--- src/rtl/fc_argmax_collector_pkg.sv ---
// Shared types and constants for the argmax collector and its score buffer.
package fc_argmax_collector_pkg;

  localparam int IDX_W          = 8;
  localparam int CNT_W          = IDX_W + 1;
  localparam int DEF_DATA_W     = 8;
  localparam int DEF_NEURON_NUM = 10;

  typedef enum logic [1:0] {
    ST_IDLE    = 2'd0,
    ST_COLLECT = 2'd1,
    ST_RESULT  = 2'd2
  } state_e;

endpackage

--- src/rtl/fc_argmax_collector_score_buffer.sv ---
// Score buffer: DEPTH x DATA_W memory with one write port and a registered read port.
// Out-of-range addresses read as zero; memory contents are never reset.
module score_buffer
  import fc_argmax_collector_pkg::*;
#(
  parameter int DEPTH  = DEF_NEURON_NUM,
  parameter int DATA_W = DEF_DATA_W
) (
  input  logic              clk,
  input  logic              rst,
  input  logic              wr_en,
  input  logic [IDX_W-1:0]  wr_addr,
  input  logic [DATA_W-1:0] wr_data,
  input  logic [IDX_W-1:0]  rd_addr,
  output logic [DATA_W-1:0] rd_data
);

  localparam int AW = (DEPTH > 1) ? $clog2(DEPTH) : 1;
  localparam logic [CNT_W-1:0] DEPTH_C = DEPTH[CNT_W-1:0];

  logic [DATA_W-1:0] mem [DEPTH];
  logic [DATA_W-1:0] rd_data_d, rd_data_q;
  logic              rd_in_range, wr_in_range;
  logic [AW-1:0]     rd_idx, wr_idx;

  assign rd_in_range = {1'b0, rd_addr} < DEPTH_C;
  assign wr_in_range = {1'b0, wr_addr} < DEPTH_C;
  assign rd_idx      = rd_addr[AW-1:0];
  assign wr_idx      = wr_addr[AW-1:0];

  always_comb begin
    rd_data_d = '0;
    if (rd_in_range) begin
      rd_data_d = mem[rd_idx];
    end
  end

  // Storage is deliberately outside the reset domain so scores survive a reset.
  always_ff @(posedge clk) begin
    if (wr_en && wr_in_range) begin
      mem[wr_idx] <= wr_data;
    end
  end

  always_ff @(posedge clk or posedge rst) begin
    if (rst) begin
      rd_data_q <= '0;
    end else begin
      rd_data_q <= rd_data_d;
    end
  end

  assign rd_data = rd_data_q;

endmodule

--- src/rtl/fc_argmax_collector.sv ---
// Streams one output vector of neuron values, tracks the first maximum and
// presents its index and value as a held result; values are kept in a score buffer.
module fc_argmax_collector
  import fc_argmax_collector_pkg::*;
#(
  parameter int NEURON_NUM = DEF_NEURON_NUM,
  parameter int DATA_W     = DEF_DATA_W
) (
  input  logic              clk,
  input  logic              rst,
  input  logic              in_valid,
  input  logic [DATA_W-1:0] in_data,
  input  logic [IDX_W-1:0]  in_index,
  input  logic              in_last,
  output logic              in_ready,
  output logic              res_valid,
  input  logic              res_ready,
  output logic [IDX_W-1:0]  res_class,
  output logic [DATA_W-1:0] res_score,
  input  logic [IDX_W-1:0]  rd_addr,
  output logic [DATA_W-1:0] rd_data,
  output logic              seq_err
);

  localparam logic [CNT_W-1:0] LAST_COUNT = NEURON_NUM[CNT_W-1:0];
  localparam logic [CNT_W-1:0] CNT_ONE    = {{(CNT_W-1){1'b0}}, 1'b1};

  state_e                    state_q, state_d;
  logic [CNT_W-1:0]          count_q, count_d;
  logic signed [DATA_W-1:0]  max_q, max_d;
  logic [IDX_W-1:0]          class_q, class_d;
  logic                      seq_err_q, seq_err_d;

  logic                      accept;
  logic                      idx_in_range;
  logic                      idx_unexpected;
  logic                      closing;
  logic                      take_new;
  logic [CNT_W-1:0]          expected_idx;
  logic [CNT_W-1:0]          next_count;

  assign in_ready       = (state_q != ST_RESULT);
  assign accept         = in_valid && in_ready;
  assign expected_idx   = (state_q == ST_IDLE) ? '0 : count_q;
  assign next_count     = (state_q == ST_IDLE) ? CNT_ONE : count_q + CNT_ONE;
  assign idx_in_range   = {1'b0, in_index} < LAST_COUNT;
  assign idx_unexpected = {1'b0, in_index} != expected_idx;
  assign closing        = accept && (in_last || (next_count == LAST_COUNT));

  // Strict compare keeps the earliest index on ties; the first neuron always loads.
  assign take_new = (state_q == ST_IDLE) || ($signed(in_data) > max_q);

  always_comb begin
    state_d   = state_q;
    count_d   = count_q;
    max_d     = max_q;
    class_d   = class_q;
    seq_err_d = seq_err_q;
    case (state_q)
      ST_IDLE, ST_COLLECT: begin
        if (accept) begin
          count_d = next_count;
          if (take_new) begin
            max_d   = $signed(in_data);
            class_d = in_index;
          end
          if (idx_unexpected || !idx_in_range) begin
            seq_err_d = 1'b1;
          end
          state_d = closing ? ST_RESULT : ST_COLLECT;
        end
      end
      ST_RESULT: begin
        if (res_ready) begin
          state_d = ST_IDLE;
          count_d = '0;
        end
      end
      default: begin
        state_d = ST_IDLE;
        count_d = '0;
      end
    endcase
  end

  always_ff @(posedge clk or posedge rst) begin
    if (rst) begin
      state_q   <= ST_IDLE;
      count_q   <= '0;
      max_q     <= '0;
      class_q   <= '0;
      seq_err_q <= 1'b0;
    end else begin
      state_q   <= state_d;
      count_q   <= count_d;
      max_q     <= max_d;
      class_q   <= class_d;
      seq_err_q <= seq_err_d;
    end
  end

  assign res_valid = (state_q == ST_RESULT);
  assign res_class = class_q;
  assign res_score = max_q;
  assign seq_err   = seq_err_q;

  // Out-of-range indices still count toward the vector but are never stored.
  score_buffer #(
    .DEPTH  (NEURON_NUM),
    .DATA_W (DATA_W)
  ) u_score_buffer (
    .clk     (clk),
    .rst     (rst),
    .wr_en   (accept && idx_in_range),
    .wr_addr (in_index),
    .wr_data (in_data),
    .rd_addr (rd_addr),
    .rd_data (rd_data)
  );

endmodule

--- config.mk ---
export PLATFORM = sky130hd
export DESIGN_NAME = fc_argmax_collector
export DESIGN_NICKNAME = d
export VERILOG_FILES = /design/src/rtl/fc_argmax_collector_pkg.sv /design/src/rtl/fc_argmax_collector_score_buffer.sv /design/src/rtl/fc_argmax_collector.sv
export SDC_FILE = /design/constraint.sdc
export NUM_CORES = 1
export LEC_CHECK = 0
export ABC_AREA = 1
export ABC_CLOCK_PERIOD_IN_PS = 2810
export CAP_MARGIN = 30
export CELL_PAD_IN_SITES_DETAIL_PLACEMENT = 2
export CELL_PAD_IN_SITES_GLOBAL_PLACEMENT = 2
export CORE_MARGIN = 1.5
export CORE_UTILIZATION = 30
export CTS_CLUSTER_DIAMETER = 80
export DETAILED_ROUTE_END_ITERATION = 10
export HOLD_SLACK_MARGIN = 0.06
export PLACE_DENSITY_LB_ADDON = 0.1
export SKIP_LAST_GASP = 1
export SYNTH_ARGS = -nofsm -noshare
export SYNTH_HDL_FRONTEND = slang
export SYNTH_SLANG_ARGS = --single-unit
--- constraint.sdc ---
create_clock -name clk -period 2.81 [get_ports clk]
set_input_delay 0.562 -clock clk [delete_from_list [all_inputs] [get_ports clk]]
set_output_delay 0.562 -clock clk [all_outputs]
set_load 0.01 [all_outputs]
==> impl_metrics.yaml, run 1 <==
finish:
  layout_commonest_cell: "nand2_1"
  final_core_util_pct: 40.7
  nFillCells: 1803
  register_area_mm2: 0.00330
  drive_gt1_share_pct: 12.4
  area.growth.synth_to_final_pct: 31.4
  multiInputGateArea_mm2: 0.00160
  mostFrequentLayoutCells: "nand2_1, edfxtp_1, nand3_1"
  nNetsFinal: 648
  antenna_cells: 0
  final_cell_area_mm2: 0.00679
placement:
  port_buffers: 55
  globalplace.congestion: 0.791
  hpwl_mm: 11.8
  post_dp_cell_area_mm2: 0.00620
hold_path:
  worstHoldStart: "seq_err$_DFFE_PP0P_"
  hold_class: "register to register"
synth:
  yosysTopAreaCell: "edfxtp_1"
  yosysWarnings: 0
  yosysSeqAreaShare_pct: 63.9
  synth_area_leaders: "edfxtp_1, dfrtp_1, nand2_1"
  synth.distinct_cells: 30
  syn_area_mm2: 0.00517
  syn_avg_cell_area_um2: 10.0
  synth_top_area_share_pct: 46.5
  synthesis.instances: 517
  syn_nets: 555
  synth-seq-cells: 116
detailed_routing:
  drc: 0
  dr.pass1.iters: 4
  vias: 4090
  vias_per_cell: 4.85
  ant_nets: 0
  wl_per_cell_um: 19.7
  drtIter0Drc: 123
  drt-total-wl_mm: 16.6
clocking:
  cts-root-buf: "clkbuf_16"
  path_clk_slew_ns: 0.05
  cts_tree: "built"
  post-cts-setup-buffer-count: 0
  numCtsBuffers: 17
  cts_resized: 0
  clock-sinks: 116
  cts_max_level: 4
  clockBufferDepth: 2
  postCtsHoldBufs: 0
  clkLatencyLatePin_ns: 0.41
floorplanning:
  io_pins: 56
  initial_utilization_pct: 31.0
  core_area_mm2: 0.0167
  core.rowCount: 47
  die-area_mm2: 0.0180
  die_h_um: 134
  die_w_um: 134
sta:
  finalSetupViolations: 0
  finalSetupTns_ns: 0
  worst_pin_slew_ns: 0.525
  hold_violations: 0
  fin_skew_ns: 0.00881
  period_needed_ns: 2.31
  rsz0062_at_grt: "false"
  fin_crit_sh_pct: 82.2
  timing.slew.headroom_pct: 65.0
  maxSlewViolCount: 0
  timing.fmax_mhz: 433
grt:
  grt_usage_pct: 19.8
  grt_overflow: 0
  antenna_found_initial: 0
  grt_pass1_wl_mm: 26.0
  grt_max_degree: 41
  grt_pass1_vias: 4592
critical_path:
  worst_ep_arrival_time_ns: 2.61
  crit_type: "primary input to register"
  critPathCaptureType: "register"
  crit_start: "in_data[5]"
  r2r-start: "res_score[5]$_DFFE_PP0P_"
  crit_fanout: 16
  critical_path_required_ns: 3.11
  startpoint_type: "primary input"
pwr:
  leakagePower_nw: 2.82
  powerDensity_mw_per_mm2: 713
  peakVddDrop_uv: 418
run_status:
  status: "finished clean"
job:
  maxCapViolCount: 0
## cell type report
class / count / share of cell area, %
inverter: 47 / 2.60
clock inverter: 4 / 1.03
sequential: 116 / 48.6
tap: 220 / 4.05
multi-input combinational: 336 / 23.6
clock buffer: 28 / 7.75
timing repair buffer: 92 / 12.4
## through the flow
stage | hold slack, ns | setup slack [ns] | instances | power [mW]
after floorplan | 0.493 | 0.555 | 517 | 2.33
after CTS | 0.463 | 0.481 | 843 | 4.91
after detailed placement | 0.447 | 0.121 | 811 | 2.71
after global placement | 0.443 | 0.151 | 811 | 2.69
final | 0.458 | 0.501 | 843 | 4.84
after global routing | 0.501 | 0.314 | 843 | 5.05
## worst max-delay path: stages
cell,delay [ns]
clkdlybuf4s50_1,0.50
ha_1,0.35
a21oi_1,0.18
nor2_1,0.07
nor2_1,0.14
nand2_1,0.07
nand2_1,0.05
nand3_1,0.07
nand2_2,0.17
nand2_2,0.25
nand2_1,0.13
nand2_1,0.06
## power by group
group	total, mW	switching [mW]	internal (mW)
sequential	1.98	0.0712	1.91
combinational	0.687	0.391	0.296
clock	2.18	0.733	1.44
## kinds of logic (layout without fill, tap and decap cells)
family,Yosys count,count (layout),share of synthesized area (%)
XOR/XNOR,4,4,0.677
flip-flops,116,116,63.9
AO/OA/AOI/OAI,54,54,6.00
buffers and inverters,65,171,5.15
adder cells (fa/ha/maj),9,9,2.18
AND/OR/NAND/NOR,269,269,22.1
## synthesized netlist by cell type
master / count
nand2_1: 132
o21ai_0: 18
nand4_1: 3
inv_1: 41
xor2_1: 4
clkbuf_1: 5
nor2_2: 2
dfrtp_1: 36
inv_2: 6
a22oi_1: 5
edfxtp_1: 80
o21ai_2: 1
nand2_2: 3
o22ai_1: 5
or2_1: 1
nor3b_4: 1
nor2_1: 51
buf_2: 12
a21o_1: 1
o211ai_1: 2
nor4_1: 1
o21ai_1: 3
a22o_1: 1
nand3_1: 69
a21boi_1: 1
buf_6: 1
o221ai_1: 1
a21oi_1: 16
nor3_1: 6
ha_1: 9
## worst paths after layout
| check | to | slack (ns) | cells past startpoint |
|---|---|---|---|
| max in group asynchronous | count_q[2]$_DFFE_PP0P_ | 1.86 | 3 |
| min | seq_err$_DFFE_PP0P_ | 0.46 | 1 |
| max | res_class[6]$_DFFE_PP0P_ | 0.50 | 12 |
| min in group asynchronous | res_score[3]$_DFFE_PP0P_ | 0.58 | 3 |
| max reg2reg | res_class[6]$_DFFE_PP0P_ | 0.76 | 12 |
| min reg2reg | seq_err$_DFFE_PP0P_ | 0.46 | 1 |
## registers in the layout (all words and copies together) (netlist names)
signal	flops
seq_err	1
state_q	2
count_q	9
u_score_buffer.rd_data	8
u_score_buffer.mem	80
res_score	8
res_class	8
## metal layers
layer | up-vias | part of all wire (%) | global-route usage, %
li1 | 1933 | - | -
met4 | 0 | 1.4 | 5.79
met1 | 2079 | 42 | 22.8
met2 | 63 | 54 | 36.8
met5 | - | 0 | 0
met3 | 15 | 2.6 | 4.12
Note: power is estimated with default switching activity, not from simulation.
==> run 2, diff against run 1 <==
ABC_CLOCK_PERIOD_IN_PS = 2000   (was 2810)
clock period = 2 ns   (was 2.81 ns; I/O delays follow)
==> run 2 against run 1 <==
Compared with the run above:
- flip-flop and latch count stayed put
- via count rose by 1.9%
- global-route usage decreased by 0.42 points
- largest power group unchanged
- critical path type is now register to primary output
- non-clock buffer count increased by 13
==> impl_metrics.yaml, run 2 (synthesized netlist as in run 1, its figures left out) <==
finish:
  nFillCells: 1783
  antenna_cells: 0
  area.growth.synth_to_final_pct: 37.2
  top_register: "u_score_buffer.mem"
  multiInputGateArea_mm2: 0.00166
  layout_commonest_cell: "nand2_1"
  final_cell_area_mm2: 0.00710
  largestRegisters: "u_score_buffer.mem x80, count_q x9"
  drive_gt1_share_pct: 16.0
  largest_reg_flops: 80
  mostFrequentLayoutCells: "nand2_1, edfxtp_1, nand3_1"
  register_area_mm2: 0.00330
  nNetsFinal: 661
critical_path:
  crit_fanout: 3
  r2r-start: "res_score[5]$_DFFE_PP0P_"
  r2r_slack_ns: 0.11
  startpoint_type: "register"
  r2r_cells: 12
  worst_ep_arrival_time_ns: 1.51
  crit_type: "register to primary output"
  reg2reg_to: "res_score[7]$_DFFE_PP0P_"
  critPathCaptureType: "primary output"
  critical_path_required_ns: 1.60
floorplanning:
  core.rowCount: 47
  die_h_um: 134
  io_pins: 56
  die-area_mm2: 0.0180
  die_w_um: 134
  core_area_mm2: 0.0167
  initial_utilization_pct: 31.0
detailed_routing:
  dr.pass1.iters: 4
  wl_per_cell_um: 19.1
  drtIter0Drc: 160
  vias: 4167
  drt-total-wl_mm: 16.4
  vias_per_cell: 4.87
  ant_nets: 0
  drc: 0
clocking:
  clkLatencyLatePin_ns: 0.42
  numCtsBuffers: 17
  clockBufferDepth: 2
  cts-root-buf: "clkbuf_16"
  cts_tree: "built"
  postCtsHoldBufs: 0
  cts_max_level: 4
  path_clk_slew_ns: 0.06
  clock-sinks: 116
pwr:
  pwr-share-clk_pct: 45.9
  p_comb_share_pct: 15.2
  power_switching_mw: 1.79
  powerDensity_mw_per_mm2: 1000
  peakVddDrop_uv: 616
  leakagePower_nw: 3.01
  power.total_mw: 7.12
  p_seq_share_pct: 39.0
  swShare_pct: 25.2
  intPower_mw: 5.33
placement:
  hpwl_mm: 11.4
  post_dp_cell_area_mm2: 0.00631
  post-place-ws_ns: -0.445
  port_buffers: 55
  globalplace.congestion: 0.733
job:
  maxCapViolCount: 0
grt:
  grt_overflow: 0
  grt_pass1_wl_mm: 25.9
  antenna_found_initial: 0
  grt_pass1_vias: 4606
  grt_max_degree: 41
  grt_usage_pct: 19.4
sta:
  period_needed_ns: 1.91
  worst_pin_slew_ns: 0.540
  holdWs_ns: 0.422
  fin_skew_ns: 0.00675
  finalWorstSetupSlack_ns: 0.0856
  timing.slew.headroom_pct: 64.0
  timing.fmax_mhz: 522
  fin_crit_sh_pct: 95.7
  finalSetupTns_ns: 0
  hold_violations: 0
  finalSetupViolations: 0
  maxSlewViolCount: 0
run_status:
  status: "finished clean"
hold_path:
  hold_class: "primary input to async pin"
[run 2: cell types whose count changed in the layout (fill, tap and decap cells not counted), moves of 3 or more]
cell | before | now
nor2_1 | 51 | 48
clkdlybuf4s50_1 | 55 | 51
clkbuf_16 | 17 | 24
clkbuf_1 | 5 | 2
nor3_1 | 6 | 3
dlymetal6s2s_1 | 0 | 4
inv_4 | 0 | 3
buf_6 | 0 | 3
buf_4 | 36 | 41
clkbuf_8 | 6 | 0
buf_12 | 1 | 5
nor3_2 | 0 | 3
[run 2: cell type report]
type | count | share of cell area (%)
clock buffer | 25 | 8.22
clock inverter | 7 | 1.00
inverter | 47 | 2.49
multi-input combinational | 336 | 23.4
sequential | 116 | 46.6
tap | 220 | 3.88
timing repair buffer | 105 | 14.5
[run 2: critical path, cell delays in order (launching register included)]
cell,delay (ns)
dfrtp_1,0.39
inv_2,0.09
nor2_4,0.05
inv_2,0.05
clkdlybuf4s50_1,0.53
[run 2: worst max path at each step]
stage | from | slack (ns) | cells after the start | endpoint
2_1_floorplan | in_index[6] | 0.13 | 5 | u_score_buffer.mem[3][0]$_DFFE_PP_
3_3_place_gp | in_index[6] | -0.41 | 8 | u_score_buffer.mem[6][0]$_DFFE_PP_
3_5_place_dp | in_data[0] | -0.45 | 15 | res_class[1]$_DFFE_PP0P_
4_1_cts | state_q[0]$_DFFE_PP0P_ | -0.03 | 2 | res_valid
5_1_grt | res_score[1]$_DFFE_PP0P_ | -0.02 | 14 | res_class[1]$_DFFE_PP0P_
6_report | state_q[1]$_DFFE_PP0P_ | 0.09 | 4 | in_ready
[run 2: per-stage QoR]
step	instances	util (%)
4_1_cts	851	41.8
3_5_place_dp	818	37.8
6_report	856	42.5
2_1_floorplan	517	-
5_1_grt	856	42.5
3_3_place_gp	818	37.8
[run 2: power by group through the flow]
| stage | combinational, mW | sequential, mW | clock, mW |
|---|---|---|---|
| global placement | 0.976 | 2.83 | 0 |
| global route | 1.20 | 2.79 | 3.45 |
| detailed placement | 1.01 | 2.83 | 0 |
| finish | 1.08 | 2.78 | 3.27 |
| floorplan | 0.432 | 2.84 | 0 |
| CTS | 1.04 | 2.79 | 3.34 |
[run 2: layer usage]
metal	vias up	share of wire, %	global-route usage [%]	routed length (um)
li1	1964	-	-	-
met1	2098	41	23.0	6780
met2	84	54	35.0	8790
met3	21	3.4	3.82	550
met4	0	1.6	6.51	264
met5	-	0	0	0
[run 2: repair_timing]
action / CTS / global route
endpoints found under the setup margin: 18 / 100
setup buffers: 1 / 4
pin swaps: 0 / 2
resized for setup: 3 / 15
gates cloned: 0 / 1
